$ cat src/rtl/ap_ctrl_pkg.sv
// Shared types and defaults for the ap_ctrl_chain initiator (driver FSM states, widths, helpers).
package ap_ctrl_pkg;

    typedef enum logic [1:0] {
        IDLE,
        RUN,
        DRAIN,
        FINISH
    } state_e;

    localparam int CYC_W       = 32;
    localparam int DEF_CNT_W   = 16;
    localparam int DEF_MAX_OUT = 4;
    localparam int DEF_TIMEOUT = 4096;

    function automatic logic [CYC_W-1:0] sat_inc(input logic [CYC_W-1:0] v);
        return (&v) ? v : v + 1'b1;
    endfunction

endpackage

$ cat src/rtl/ap_ctrl_watchdog.sv
// Progress watchdog: counts enabled cycles since the last clear and flags expiry on the TIMEOUT-th one.
module ap_ctrl_watchdog #(
    parameter int TIMEOUT = 4096
) (
    input  logic clock,
    input  logic reset,
    input  logic clear,
    input  logic enable,
    output logic expired
);

    localparam int W = $clog2(TIMEOUT + 1);

    logic [W-1:0] count_q, count_d;

    // A clear in the same cycle as the would-be last count wins, so real progress never trips it.
    always_comb begin
        count_d = count_q;
        expired = 1'b0;
        if (clear) begin
            count_d = '0;
        end else if (enable) begin
            if (count_q == W'(TIMEOUT - 1)) begin
                expired = 1'b1;
                count_d = '0;
            end else begin
                count_d = count_q + 1'b1;
            end
        end
    end

    always_ff @(posedge clock) begin
        if (reset) begin
            count_q <= '0;
        end else begin
            count_q <= count_d;
        end
    end

endmodule

$ cat src/rtl/ap_ctrl_chain_driver.sv
// Initiator side of the ap_ctrl_chain handshake: issues a programmed number of starts and acknowledges dones.
// Build option AP_CTRL_CONT_STALL_EN: ap_continue is held low for cfg_stall cycles after each handshake.
module ap_ctrl_chain_driver
    import ap_ctrl_pkg::*;
#(
    parameter int CNT_W   = DEF_CNT_W,
    parameter int MAX_OUT = DEF_MAX_OUT,
    parameter int TIMEOUT = DEF_TIMEOUT
) (
    input  logic             clock,
    input  logic             reset,
    input  logic             go,
    input  logic [CNT_W-1:0] cfg_num_trans,
    input  logic [7:0]       cfg_stall,
    output logic             ap_start,
    input  logic             ap_ready,
    input  logic             ap_done,
    output logic             ap_continue,
    output logic             busy,
    output logic             finish,
    output logic [CNT_W-1:0] issued_cnt,
    output logic [CNT_W-1:0] done_cnt,
    output logic [CYC_W-1:0] cycle_cnt,
    output logic             err_proto,
    output logic             err_timeout
);

    localparam logic [CNT_W-1:0] MAX_OUT_C = CNT_W'(MAX_OUT);

    state_e           state_q, state_d;
    logic [CNT_W-1:0] num_q, num_d;
    logic [CNT_W-1:0] issued_q, issued_d;
    logic [CNT_W-1:0] done_q, done_d;
    logic [CYC_W-1:0] cyc_q, cyc_d;
    logic             ap_start_q, ap_start_d;
    logic             ap_cont_q, ap_cont_d;
    logic             err_proto_q, err_proto_d;
    logic             err_timeout_q, err_timeout_d;

    logic active, go_take, accept, handshake, none_outstanding, wd_expired, cont_hold;

    assign active           = (state_q == RUN) || (state_q == DRAIN);
    assign go_take          = go && ((state_q == IDLE) || (state_q == FINISH));
    assign accept           = ap_start_q && ap_ready;
    assign handshake        = ap_done && ap_cont_q;
    assign none_outstanding = (issued_q == done_q);

    ap_ctrl_watchdog #(
        .TIMEOUT(TIMEOUT)
    ) u_watchdog (
        .clock  (clock),
        .reset  (reset),
        .clear  (go_take || accept || handshake),
        .enable (active),
        .expired(wd_expired)
    );

`ifdef AP_CTRL_CONT_STALL_EN
    logic [7:0] stall_q, stall_d;

    always_comb begin
        stall_d = stall_q;
        if (go_take) begin
            stall_d = '0;
        end else if (active) begin
            if (handshake) begin
                stall_d = cfg_stall;
            end else if (stall_q != '0) begin
                stall_d = stall_q - 1'b1;
            end
        end
    end

    always_ff @(posedge clock) begin
        if (reset) begin
            stall_q <= '0;
        end else begin
            stall_q <= stall_d;
        end
    end

    assign cont_hold = (stall_d != '0);
`else
    logic unused_cfg_stall;
    assign unused_cfg_stall = ^cfg_stall;
    assign cont_hold        = 1'b0;
`endif

    // ap_start/ap_continue are computed from next-state values so both stay registered outputs.
    always_comb begin
        state_d       = state_q;
        num_d         = num_q;
        issued_d      = issued_q;
        done_d        = done_q;
        cyc_d         = cyc_q;
        err_proto_d   = err_proto_q;
        err_timeout_d = err_timeout_q;

        if (go_take) begin
            num_d         = cfg_num_trans;
            issued_d      = '0;
            done_d        = '0;
            cyc_d         = '0;
            err_proto_d   = 1'b0;
            err_timeout_d = 1'b0;
            state_d       = (cfg_num_trans == '0) ? FINISH : RUN;
        end else if (active) begin
            cyc_d = sat_inc(cyc_q);
            if (accept) begin
                issued_d = issued_q + 1'b1;
            end
            if (handshake) begin
                if (none_outstanding) begin
                    err_proto_d = 1'b1;
                end else begin
                    done_d = done_q + 1'b1;
                end
            end
            if (wd_expired) begin
                err_timeout_d = 1'b1;
                state_d       = FINISH;
            end else if (done_d == num_q) begin
                state_d = FINISH;
            end else if (issued_d == num_q) begin
                state_d = DRAIN;
            end
        end

        ap_start_d = (state_d == RUN) && (issued_d < num_d) &&
                     ((issued_d - done_d) < MAX_OUT_C);
        ap_cont_d  = ((state_d == RUN) || (state_d == DRAIN)) && !cont_hold;
    end

    always_ff @(posedge clock) begin
        if (reset) begin
            state_q       <= IDLE;
            num_q         <= '0;
            issued_q      <= '0;
            done_q        <= '0;
            cyc_q         <= '0;
            ap_start_q    <= 1'b0;
            ap_cont_q     <= 1'b0;
            err_proto_q   <= 1'b0;
            err_timeout_q <= 1'b0;
        end else begin
            state_q       <= state_d;
            num_q         <= num_d;
            issued_q      <= issued_d;
            done_q        <= done_d;
            cyc_q         <= cyc_d;
            ap_start_q    <= ap_start_d;
            ap_cont_q     <= ap_cont_d;
            err_proto_q   <= err_proto_d;
            err_timeout_q <= err_timeout_d;
        end
    end

    assign ap_start    = ap_start_q;
    assign ap_continue = ap_cont_q;
    assign busy        = active;
    assign finish      = (state_q == FINISH);
    assign issued_cnt  = issued_q;
    assign done_cnt    = done_q;
    assign cycle_cnt   = cyc_q;
    assign err_proto   = err_proto_q;
    assign err_timeout = err_timeout_q;

endmodule

$ cat config.mk
export PLATFORM = sky130hd
export DESIGN_NAME = ap_ctrl_chain_driver
export DESIGN_NICKNAME = d
export VERILOG_FILES = /design/src/rtl/ap_ctrl_pkg.sv /design/src/rtl/ap_ctrl_watchdog.sv /design/src/rtl/ap_ctrl_chain_driver.sv
export SDC_FILE = /design/constraint.sdc
export NUM_CORES = 1
export LEC_CHECK = 0
export ABC_AREA = 1
export CAP_MARGIN = 40
export CORE_AREA = 3 3 114 116
export DETAILED_ROUTE_END_ITERATION = 12
export DIE_AREA = 0 0 117 119
export GPL_ROUTABILITY_DRIVEN = 0
export PLACE_DENSITY = 0.85
export SYNTH_ARGS = -nofsm -noshare
export SYNTH_HDL_FRONTEND = slang
export SYNTH_SLANG_ARGS = --single-unit
export TNS_END_PERCENT = 100
$ cat constraint.sdc
create_clock -name clock -period 6.7 [get_ports clock]
set_input_delay 1.005 -clock clock [delete_from_list [all_inputs] [get_ports clock]]
set_output_delay 1.005 -clock clock [all_outputs]
set_load 0.03 [all_outputs]
==> impl_metrics.toml <==
[die]
die_area_mm2 = 0.01392
core_area_mm2 = 0.01201
die_w_um = 117
rows = 40
die_y_um = 119
start_util = 0.5947
pin_count = 99

[hold_path]
hp-class = "register to register"

[power_and_ir_drop]
cellLeakagePower_nw = 3.652
total_power_mw = 4.607
p_per_area_mw_per_mm2 = 546.2
ir_worst_vdd_v = 0.0005438

[drt]
drt.antenna.violating_nets = 0
dr.first_iter.drc_count = 801
vias = 7696
routedWlPerCell_um = 14.88
wl_um = 20390
drtPass1Iterations = 6
detail_route.vias_per_cell = 5.618
drc = 0

[critical_path]
cp-start-kind = "primary input"
worstPathMaxFanout = 9
critical_path_arrival_ns = 5.30
crit_type = "primary input to register"
cp.required_ns = 6.99
cp-end-kind = "register"

[timing]
slew_headroom = 0.5729
hold_viol = 0
rsz0062_at_grt = "false"
tns_ns = 0
fmax_ghz = 0.1996
worst_slew_pin_slew_ns = 0.6358
layout_worst_path_cycle_share = 0.7478
period_needed_ns = 5.010
skew_ns = 0.01103
final-setup-viol-count = 0
slew_viol_final = 0

[outcome]
outcome = "completed"

[yosys]
async_flop_share = 0
synth_area_mm2 = 0.007143
syn_avg_cell_area_um2 = 6.271
synth_most_common_cell = "nand2_1"
synth_cell_types = 48
yosysWarnings = 0
synth.cells.most_frequent = "nand2_1, nor2_1, inv_1"
ys_seq_elements = 99
synth_seq_area_share = 0.2775
synth_top_area_cell = "dfxtp_1"
synth-main-ff-cell = "dfxtp_1"
synth-edff-count = 0
synthTopCellsByArea = "dfxtp_1, nand2_1, nor2_1"
postSynthCellCount = 1139
synth_nets = 1203
synth_top_area_share = 0.2775

[placement]
dpl.hpwl_um = 15530
dpl_cell_area_mm2 = 0.008142
io_buffers = 90

[global_route]
antenna_found_initial = 0
grt_first_pass_wirelength_um = 33240
grt_pass1_vias = 7219
overflow = 0
grt_usage = 0.2955
grt_max_degree = 55

[cts]
cts-root-buf = "clkbuf_16"
cts_max_level = 3
post_cts_resized = 0
cts_setup_buffers = 0
clk_pin_slew_ns = 0.07
clock_sinks = 99
tritoncts = "yes"
clk_latency_ns = 0.36
cts_buffers = 9
postCtsHoldBufs = 0
clockBufferDepth = 2

[final_layout]
finalNetCount = 1282
drive_above_1_share = 0.05805
fin_area_mm2 = 0.008436
final_core_util = 0.7023
fill_cells = 1066
syn_to_final_growth_pct = 18.09
n_antenna_cell = 0

[run]
drv_cap = 0
## through the flow
step / setup WS (ns) / hold slack, ns / std cells
CTS: 1.862 / 0.4704 / 1370
global route: 1.328 / 0.4867 / 1370
finish: 1.690 / 0.4676 / 1370
floorplan: 3.053 / 0.4627 / 1139
detailed placement: 1.494 / 0.4585 / 1354
global placement: 1.540 / 0.4516 / 1353
## cells by family after synthesis
kind of cell	after synthesis	synth area share
DFF	99	0.2775
and+or+nand+nor	650	0.3957
xor gates and xnor gates	48	0.06271
muxes	2	0.002803
buffers and inverters	166	0.09073
adders and majority gates	35	0.06131
AOI/OAI and AO/OA	139	0.1093
## layer usage
metal | global-route usage | vias to the layer above | wire length [µm]
li1 | - | 3843 | -
met1 | 0.3966 | 3443 | 8811
met2 | 0.4609 | 349 | 9017
met3 | 0.06809 | 61 | 1905
met4 | 0.1075 | 0 | 654
met5 | 0 | - | 0
## final timing paths
kind,startpoint,slack [ns],cells past startpoint,end
worst max register to register,done_cnt[8]$_SDFF_PP0_,2.24,28,ap_start$_SDFF_PP0_
worst min-delay path,cycle_cnt[4]$_SDFFE_PP0P_,0.47,2,cycle_cnt[4]$_SDFFE_PP0P_
worst max-delay path,ap_ready,1.69,28,ap_start$_SDFF_PP0_
worst min register to register,cycle_cnt[4]$_SDFFE_PP0P_,0.47,2,cycle_cnt[4]$_SDFFE_PP0P_
## layout make-up
| class | count | area, µm² | share of cell area |
|---|---|---|---|
| multi-input cells | 874 | 4513 | 0.5350 |
| well taps | 147 | 183.9 | 0.02180 |
| flip-flops and latches | 99 | 1982 | 0.2349 |
| repair buffers | 97 | 948.4 | 0.1124 |
| clock inverters | 7 | 68.82 | 0.008158 |
| inverters | 137 | 514.2 | 0.06096 |
| clock buffers | 9 | 225.2 | 0.02670 |
## sequential cells by signal (all words and copies together) (netlist names), 2 cells and up
name	count
cycle_cnt	32
done_cnt	16
issued_cnt	16
num_q	16
u_watchdog.count_q	13
state_q	2
## cells in the final DEF, fill, tap and decap left out, types with 3 or more instances in the layout
cell             synthesis  routed
xor2_1                  44      44
buf_4                    0       7
nand4_1                 22      22
inv_2                   14      14
o21ai_0                 45      45
nor3_1                  39      39
nor2_2                   7       7
nand3_2                  5       5
nand3_1                 50      50
clkbuf_16                0       9
a22oi_1                  9       9
ha_1                    35      35
nor4_1                  18      18
clkdlybuf4s50_1          0      89
nor3b_1                  3       3
a211oi_1                 4       4
o21ai_1                  8       8
nor2_1                 176     176
nand2_1                299     299
nand2_2                  7       7
or2_2                    7       7
nand3b_1                 7       7
dfxtp_1                 99      99
a21oi_1                 52      52
inv_1                  122     122
o21a_1                   8       8
## worst max-delay path, cell delays in order
cell and delay (ns):
clkdlybuf4s50_1 0.47, nand2_2 0.17, inv_2 0.25, nand3_2 0.13, nor2_2 0.16, nand2_1 0.11, nor2_2 0.13, nand2_1 0.15
nor2_1 0.15, nand3_1 0.14, xnor3_1 0.20, nand2_1 0.07, nor2_1 0.04, nand3_1 0.14, nand2_1 0.08, inv_1 0.06
nand2_1 0.06, a21boi_0 0.17, ha_1 0.18, nor3b_1 0.46, o211ai_1 0.18, a21oi_1 0.21, nand3_1 0.10, nor2_1 0.10
nand3_1 0.07, nor2_1 0.11, nand3_1 0.10, nor2_1 0.09
## where the power goes
part | internal (mW) | switching, mW | leakage [nW]
clock | 0.262 | 0.261 | 0.143
combinational | 1.15 | 2.10 | 2.71
sequential | 0.687 | 0.150 | 0.804
total | 2.09 | 2.51 | 3.65
No activity file was read; power rests on OpenSTA's default activity.
